--- src/rtl/aes_stream_arbiter.sv ---
// aes_stream_arbiter: round-robin lock of one AES-256-CBC core to N AXI-Stream
// requesters for a whole message (key, IV, text). Result blocks are routed back
// to the owner. Forwarding is purely combinational behind a registered grant.
module aes_stream_arbiter #(
  parameter int N          = 2,
  parameter int BLOCK_SIZE = 128
) (
  input  logic                      Clk,
  input  logic                      Rst_n,
  // requester input streams
  input  logic [N-1:0]              S_axis_tvalid,
  output logic [N-1:0]              S_axis_tready,
  input  logic [N-1:0]              S_axis_tlast,
  input  logic [N-1:0]              S_axis_tuser,
  input  logic [N*BLOCK_SIZE-1:0]   S_axis_tdata,
  input  logic [N*BLOCK_SIZE/8-1:0] S_axis_tkeep,
  // result streams back to the requesters
  output logic [N-1:0]              M_axis_tvalid,
  input  logic [N-1:0]              M_axis_tready,
  output logic [N-1:0]              M_axis_tlast,
  output logic [N*BLOCK_SIZE-1:0]   M_axis_tdata,
  output logic [N*BLOCK_SIZE/8-1:0] M_axis_tkeep,
  // stream into the core
  output logic                      Core_s_tvalid,
  input  logic                      Core_s_tready,
  output logic [BLOCK_SIZE-1:0]     Core_s_tdata,
  output logic [BLOCK_SIZE/8-1:0]   Core_s_tkeep,
  output logic                      Core_s_tlast,
  output logic                      Core_s_tuser,
  // stream out of the core
  input  logic                      Core_m_tvalid,
  output logic                      Core_m_tready,
  input  logic [BLOCK_SIZE-1:0]     Core_m_tdata,
  input  logic [BLOCK_SIZE/8-1:0]   Core_m_tkeep,
  input  logic                      Core_m_tlast,
  // ownership status
  output logic [N-1:0]              Grant,
  output logic                      Busy
);

  localparam int KEEP_W = BLOCK_SIZE / 8;
  localparam int PTR_W  = (N > 1) ? $clog2(N) : 1;

  typedef enum logic [2:0] {
    ST_IDLE    = 3'b001,
    ST_FORWARD = 3'b010,
    ST_DRAIN   = 3'b100
  } state_t;

  state_t             state_q, state_d;
  logic [N-1:0]       grant_q, grant_d;
  logic [PTR_W-1:0]   rr_ptr_q, rr_ptr_d;
  logic               busy_q, busy_d;

  logic [PTR_W-1:0]   gnt_idx;
  logic               in_fwd;
  logic               in_ret;
  logic               in_last_hs;
  logic               out_last_hs;
  logic               found;
  logic [PTR_W:0]     scan_sum;
  logic [PTR_W-1:0]   scan_idx;

  assign in_fwd = (state_q == ST_FORWARD);
  assign in_ret = (state_q == ST_FORWARD) || (state_q == ST_DRAIN);

  // Binary index of the current owner, decoded from the one-hot grant register
  always_comb begin
    gnt_idx = '0;
    for (int i = 0; i < N; i++) begin
      if (grant_q[i]) gnt_idx = PTR_W'(i);
    end
  end

  // Zero-latency routing of both stream directions for the owner only
  always_comb begin
    S_axis_tready = '0;
    Core_s_tvalid = 1'b0;
    Core_s_tdata  = '0;
    Core_s_tkeep  = '0;
    Core_s_tlast  = 1'b0;
    Core_s_tuser  = 1'b0;
    M_axis_tvalid = '0;
    M_axis_tlast  = '0;
    M_axis_tdata  = '0;
    M_axis_tkeep  = '0;
    Core_m_tready = 1'b0;
    if (in_fwd) begin
      Core_s_tvalid          = S_axis_tvalid[gnt_idx];
      Core_s_tdata           = S_axis_tdata[int'(gnt_idx)*BLOCK_SIZE +: BLOCK_SIZE];
      Core_s_tkeep           = S_axis_tkeep[int'(gnt_idx)*KEEP_W +: KEEP_W];
      Core_s_tlast           = S_axis_tlast[gnt_idx];
      Core_s_tuser           = S_axis_tuser[gnt_idx];
      S_axis_tready[gnt_idx] = Core_s_tready;
    end
    if (in_ret) begin
      M_axis_tvalid[gnt_idx]                               = Core_m_tvalid;
      M_axis_tlast[gnt_idx]                                = Core_m_tlast;
      M_axis_tdata[int'(gnt_idx)*BLOCK_SIZE +: BLOCK_SIZE] = Core_m_tdata;
      M_axis_tkeep[int'(gnt_idx)*KEEP_W +: KEEP_W]         = Core_m_tkeep;
      Core_m_tready                                        = M_axis_tready[gnt_idx];
    end
  end

  assign in_last_hs  = in_fwd && Core_s_tvalid && Core_s_tready && Core_s_tlast;
  assign out_last_hs = in_ret && Core_m_tvalid && Core_m_tready && Core_m_tlast;

  // Next-state: round-robin pick in idle, drain after input tlast, release on output tlast
  always_comb begin
    state_d  = state_q;
    grant_d  = grant_q;
    rr_ptr_d = rr_ptr_q;
    found    = 1'b0;
    scan_sum = '0;
    scan_idx = '0;
    case (state_q)
      ST_IDLE: begin
        for (int k = 0; k < N; k++) begin
          scan_sum = {1'b0, rr_ptr_q} + (PTR_W+1)'(k);
          if (scan_sum >= (PTR_W+1)'(N)) scan_sum = scan_sum - (PTR_W+1)'(N);
          scan_idx = scan_sum[PTR_W-1:0];
          if (!found && S_axis_tvalid[scan_idx]) begin
            found             = 1'b1;
            grant_d           = '0;
            grant_d[scan_idx] = 1'b1;
            state_d           = ST_FORWARD;
          end
        end
      end
      ST_FORWARD: begin
        if (in_last_hs) state_d = ST_DRAIN;
      end
      default: begin
        state_d = state_q;
      end
    endcase
    // An early output tlast while still forwarding is a core fault; release anyway
    if (out_last_hs) begin
      state_d  = ST_IDLE;
      grant_d  = '0;
      rr_ptr_d = (gnt_idx == PTR_W'(N-1)) ? '0 : gnt_idx + 1'b1;
    end
    busy_d = (state_d != ST_IDLE);
  end

  // State, grant, pointer and busy registers with asynchronous active-low reset
  always_ff @(posedge Clk or negedge Rst_n) begin
    if (!Rst_n) begin
      state_q  <= ST_IDLE;
      grant_q  <= '0;
      rr_ptr_q <= '0;
      busy_q   <= 1'b0;
    end else begin
      state_q  <= state_d;
      grant_q  <= grant_d;
      rr_ptr_q <= rr_ptr_d;
      busy_q   <= busy_d;
    end
  end

  assign Grant = grant_q;
  assign Busy  = busy_q;

endmodule
--- config.mk ---
export PLATFORM = sky130hd
export DESIGN_NAME = aes_stream_arbiter
export DESIGN_NICKNAME = d
export VERILOG_FILES = /design/src/rtl/aes_stream_arbiter.sv
export SDC_FILE = /design/constraint.sdc
export NUM_CORES = 1
export LEC_CHECK = 0
export CORE_AREA = 10 10 342 344
export CTS_BUF_LIST = sky130_fd_sc_hd__clkbuf_8
export CTS_CLUSTER_DIAMETER = 100
export DETAILED_ROUTE_END_ITERATION = 16
export DIE_AREA = 0 0 352 354
export PLACE_DENSITY = 0.32
export SLEW_MARGIN = 20
export SYNTH_ARGS = -nofsm -noshare
export SYNTH_HDL_FRONTEND = slang
export SYNTH_SLANG_ARGS = --single-unit
--- constraint.sdc ---
create_clock -name Clk -period 2.28 [get_ports Clk]
set_input_delay 0.342 -clock Clk [delete_from_list [all_inputs] [get_ports Clk]]
set_output_delay 0.342 -clock Clk [all_outputs]
set_load 0.02 [all_outputs]
Word-level counts from Yosys, hierarchy flattened

Index checks and enable logic that the tools add are counted.

Output and inout bits: 445
Input bits: 445
Bits in registers: 7

Mux-type cells: 46
Reductions and logical operators: 15
Shifts and indexed selects: 6
Bitwise gates (word level): 5
Equality and inequality tests: 4
Magnitude comparators: 8
Add/sub/neg operators: 6

Operators by type and width:

| operator                   | number |
|---|---|
| $and 256x256->256          | 1 |
| $mux 256                   | 1 |
| $shift 128x33->256 const A | 1 |
| $shiftx 128x33->256        | 1 |
| $shiftx 256x9->128         | 1 |
| $mux 128                   | 1 |
| $neg 5->33                 | 1 |
| $neg 8->33                 | 1 |
| $shift 16x33->32 const A   | 1 |
| $shiftx 16x33->32          | 1 |
| $and 32x32->32             | 1 |
| $mux 32                    | 1 |
| $shiftx 32x6->16           | 1 |
| $mux 1                     | 27 |
| $mux 16                    | 1 |
| $mux 2                     | 7 |
| $mux 3                     | 4 |
| $logic_and 1x1->1          | 10 |
| $and 2x2->2                | 3 |
| $lt 1x2->1 const B         | 3 |
| $pmux 3 s2                 | 1 |
| $demux 1 s1                | 3 |
| $eq 3x1->1 const B         | 1 |
| $eq 3x2->1 const B         | 1 |
| other kinds (13)           | 16 |

Longest topological paths before layout

Word-level depth: 13
Gate-level depth with buffers: 6

Worst setup path before layout

OpenSTA, ideal clock, no wires.

Kind: reg-to-output
Start: reg state_q[2]
End: out S_axis_tready[0]
Data required time: 1938 ps
Stages on the path, launching flop included: 5
Path slack: 419 ps
Arrival: 1519 ps
Path through: dfrtp_1 or3b_1 buf_6 buf_6 nor3_1

Word-level cells in the longest chain between the ends: 2

Ends and longest elaborated chain:

| item                     | line | text |
|---|---|---|
| start: declaration       | 50   | `state_t state_q, state_d;` |
| start signal: assignment | 154  | `state_q <= state_d;` |
| $eq 3x2->1               | 64   | `assign in_fwd = (state_q == ST_FORWARD);` |
| $mux 2                   | 88   | `if (in_fwd) begin` |
| end: declaration         | 12   | `output logic [N-1:0] S_axis_tready,` |

Every way passes these cells.

Worst setup path after layout

Start: reg grant_q[1] (netlist: Grant[1])
End: out Core_s_tdata[73]

Word-level cells in the longest chain between the ends: 3

Ends and longest elaborated chain:

| item                     | line | text |
|---|---|---|
| start: declaration       | 51   | `logic [N-1:0] grant_q, grant_d;` |
| start signal: assignment | 155  | `grant_q <= grant_d;` |
| $mux 1                   | 71   | `if (grant_q[i]) gnt_idx = PTR_W'(i);` |
| $shiftx 256x9->128       | 90   | `Core_s_tdata = S_axis_tdata[int'(gnt_idx)*BLOCK_SIZE +: BLOCK_SIZE];` |
| $mux 128                 | 88   |  |
| end: declaration         | 26   | `output logic [BLOCK_SIZE-1:0] Core_s_tdata,` |

Every way passes these cells.

==> results.md <==
- Family with the most delay on the worst path: buffers and inverters
- Post-Synthesis Cells: 691
- Vias in the first global route: around 9800
- Yosys cell types: 28
- Fin nets: approximately 2100
- Unrepaired setup endpoints after global routing: yes
- Max stage delay cell, worst path: dfrtp_4
- Clock slew at reported path FFs: ~0.050 ns
- Status: complete, but fails checks
- Worst EP required: 1.94 ns
- Seq/Total Area, Yosys: 3.58%
- Synth Net Count: about 1100
- Placed Area: roughly 17000 µm²
- GRT Util Overall: a little over an eighth
- Fin worst setup slack: -0.156 ns
- Startpoint types: flip-flop
- Pint: around 12 mW
- Critical path class: reg2out
- Clk_lat worst skew: around 0.23 ns
- CP Cell Sequence: buf_12 -> buf_12 -> buf_12 -> clkbuf_16 -> buf_8 -> buf_6 -> mux2i_4 -> nor2_2 -> buf_6
- Flops & latches, synth: 7
- Violated checks: negative setup slack
- Number of antenna violations at the first check in global routing: 48
- Area Growth Syn to Fin: 294%
- Final hold viol count: 0
- Tot Pwr: 24.9 mW
- Worst vdd ir: just under 0.5 mV
- Register Area: about 180 µm²
- Die Wd: ~350 µm
- Routed WL per cell: just under 30 µm
- Synthesized area: ~4900 µm²
- Endpoints failing setup: between 100 and 150
- Die Height: roughly 350 µm
- Pwr/cell area: approximately 1300 nW/µm²
- Post-DRT Antenna Nets: 0
- Fill cells: about 12000
- Final wirelength: just over 90 mm
- Crit. End Element: output port
- Post-Syn Area per Cell: around 7 µm²
- CTS tree: built
- Worst Path Max Fanout: 7
- Sw Pwr: 12.6 mW
- Site row count: 122
- Design area: 19400 µm²
- Pin count of the biggest net entering global routing: 46
- Max Cap Viol: 0
- Vias: ~9300
- Starting Density: about 4.5%
- Max Freq: around 400 MHz
- Clock power frac: 0.7%
- CTS max path bufs: 2
- Port bufs: between 800 and 900
- Sequential share of power: about 1.0%
- Worst Tran Pin Value: between 0.5 and 0.6 ns
- HP Class: in2async
- Net Sw Frac: 50.7%
- Fin crit period: 2.44 ns
- RD Place Congestion: roughly 0.90
- Iter 0 DRT Violations: 294
- Area occupied by multi-input gates: about 5300 µm²
- Htree depth: 1
- Skew final: around 0.0067 ns
- Final period utilization: 107%
- Die area: approximately 120000 µm²
- # DRC: 0
- Synth warnings: 0
- Drt pass-1 iters: 4
- CTS Hold Bufs: 0
- LEAKAGE: between 8 and 9 nW
- CTS Buf Count: 3
- Worst EP arrival: between 2 and 2.5 ns
- Core area: roughly 110000 µm²
- Bufs and invs on worst path: 7
- Critical path's largest stage delay: 0.51 ns
- Layout cells sized above 1: between 40% and 50%
- Via/cell ratio: slightly below 3
- GRT overflow: 0
- HPWL after DPL: between 70 and 80 mm
- I/O pins: roughly 900
- CTS root buffer: clkbuf_8
- First-pass GRT wire length: 109 mm
- CTS sink cnt: 7
- Rel. slew slack: ~62%
- Max-slew violations: 0
- Logic gate share of total power: 98.3%
- Most frequent CP cell: buf_12
## cell usage in the layout (no fill, tap or decap), types with 3 or more instances in the layout
| cell type | instances |
|---|---|
| a21oi_1 | 4 |
| and2_1 | 242 |
| and2_2 | 13 |
| and2_4 | 37 |
| buf_12 | 125 |
| buf_16 | 7 |
| buf_2 | 40 |
| buf_4 | 161 |
| buf_6 | 119 |
| buf_8 | 16 |
| clkbuf_16 | 20 |
| clkbuf_2 | 45 |
| clkbuf_8 | 3 |
| clkdlybuf4s15_2 | 21 |
| clkdlybuf4s50_1 | 447 |
| dfrtp_1 | 3 |
| diode_2 | 9 |
| dlygate4sd2_1 | 3 |
| dlymetal6s2s_1 | 65 |
| inv_1 | 3 |
| mux2i_1 | 102 |
| mux2i_2 | 17 |
| mux2i_4 | 29 |
| nor2_1 | 49 |
| nor2_2 | 17 |
| nor2_4 | 82 |
| nor3_1 | 3 |
| nor3_4 | 3 |
## cells by family (layout without fill, tap and decap cells)
logic type      count (synthesis)  count (layout)  synth area share (%)
simple gates                  456             456                  55.5
mux                           149             149                  30.3
buf+inv                        69            1077                  8.94
compound gates                  9               9                  1.32
flops                           7               7                  3.58
xor+xnor                        1               1                 0.330
other cells                     0               9                     0
## metal layers
| layer | track usage (%) | vias to the layer above | share of wire [%] |
|---|---|---|---|
| met3 | 7.77 | 85 | 12 |
| met4 | 0.650 | 40 | 0.74 |
| met1 | 13.9 | 4423 | 37 |
| met5 | 0 | - | 0.30 |
| met2 | 23.4 | 512 | 50 |
| li1 | - | 4253 | - |
## worst paths after layout
check,cells past startpoint,endpoint,from,slack (ns)
min reg2reg,1,rr_ptr_q,rr_ptr_q,0.53
max reg2reg,6,state_q[2],state_q[2],0.37
min in group Clk,1,rr_ptr_q,rr_ptr_q,0.53
max in group asynchronous,1,state_q[0],Rst_n,1.57
max,9,Core_s_tdata[73],Grant[1],-0.16
min,1,state_q[2],Rst_n,0.39
## flip-flops by register name, summed over array words and instances (netlist names)
signal	flops
Busy	1
Grant	2
rr_ptr_q	1
state_q	3
## synth_stat cells, drive strengths merged
cell / count / share of area [%]
dfrtp: 6 / 3.0
nand3: 2 / 0.20
a21bo: 1 / 0.20
nand2: 2 / 0.15
a21o: 1 / 0.15
mux2: 1 / 0.23
clkbuf: 31 / 3.1
mux2i: 148 / 30
and2: 292 / 37
xnor2: 1 / 0.33
o21ba: 2 / 0.41
a21oi: 4 / 0.41
dfstp: 1 / 0.53
or3b: 1 / 0.18
nor4: 2 / 0.86
inv: 2 / 0.15
buf: 36 / 5.7
o31ai: 1 / 0.15
nand2b: 2 / 0.25
nor2: 148 / 16
nor3b: 1 / 0.15
nor3: 6 / 0.81
## final cells by class
class / count / share of cell area [%]
Timing Repair Buffer: 1071 / 61.7
Clock buffer: 3 / 0.213
Sequential cell: 7 / 0.941
Antenna cell: 9 / 0.116
Multi-Input combinational cell: 615 / 27.4
Inverter: 2 / 0.0387
Tap cell: 1488 / 9.59
Clock inverter: 1 / 0.0193
## what timing repair did
action                                  4_1_cts  5_1_grt
pin swaps                                     2       42
endpoints found under the setup margin      390      381
setup buffers                                 4       54
cloned                                        3       27
resized for setup                           439      851
## metrics by stage
stage	setup TNS [ns]	hold slack [ns]	utilization [%]	instances	setup WS (ns)
finish	-4.61	0.393	17.6	3196	-0.156
global route	-18.20	0.413	17.6	3188	-0.185
CTS	-47.01	0.402	15.6	3119	-0.320
detailed placement	-23.74	0.519	15.4	3108	-0.225
global placement	-20.37	0.520	15.4	3108	-0.215
floorplan	0	0.0464	-	691	0.419
## power by group through the flow
stage	clock network, mW	registers (mW)	logic, mW
after global placement	0	0.246	20.0
after global routing	0.190	0.255	25.9
after detailed placement	0	0.248	19.9
after floorplan	0	0.251	8.24
final	0.178	0.250	24.5
after CTS	0.179	0.248	20.0
Power figures use the tool's default switching activity.
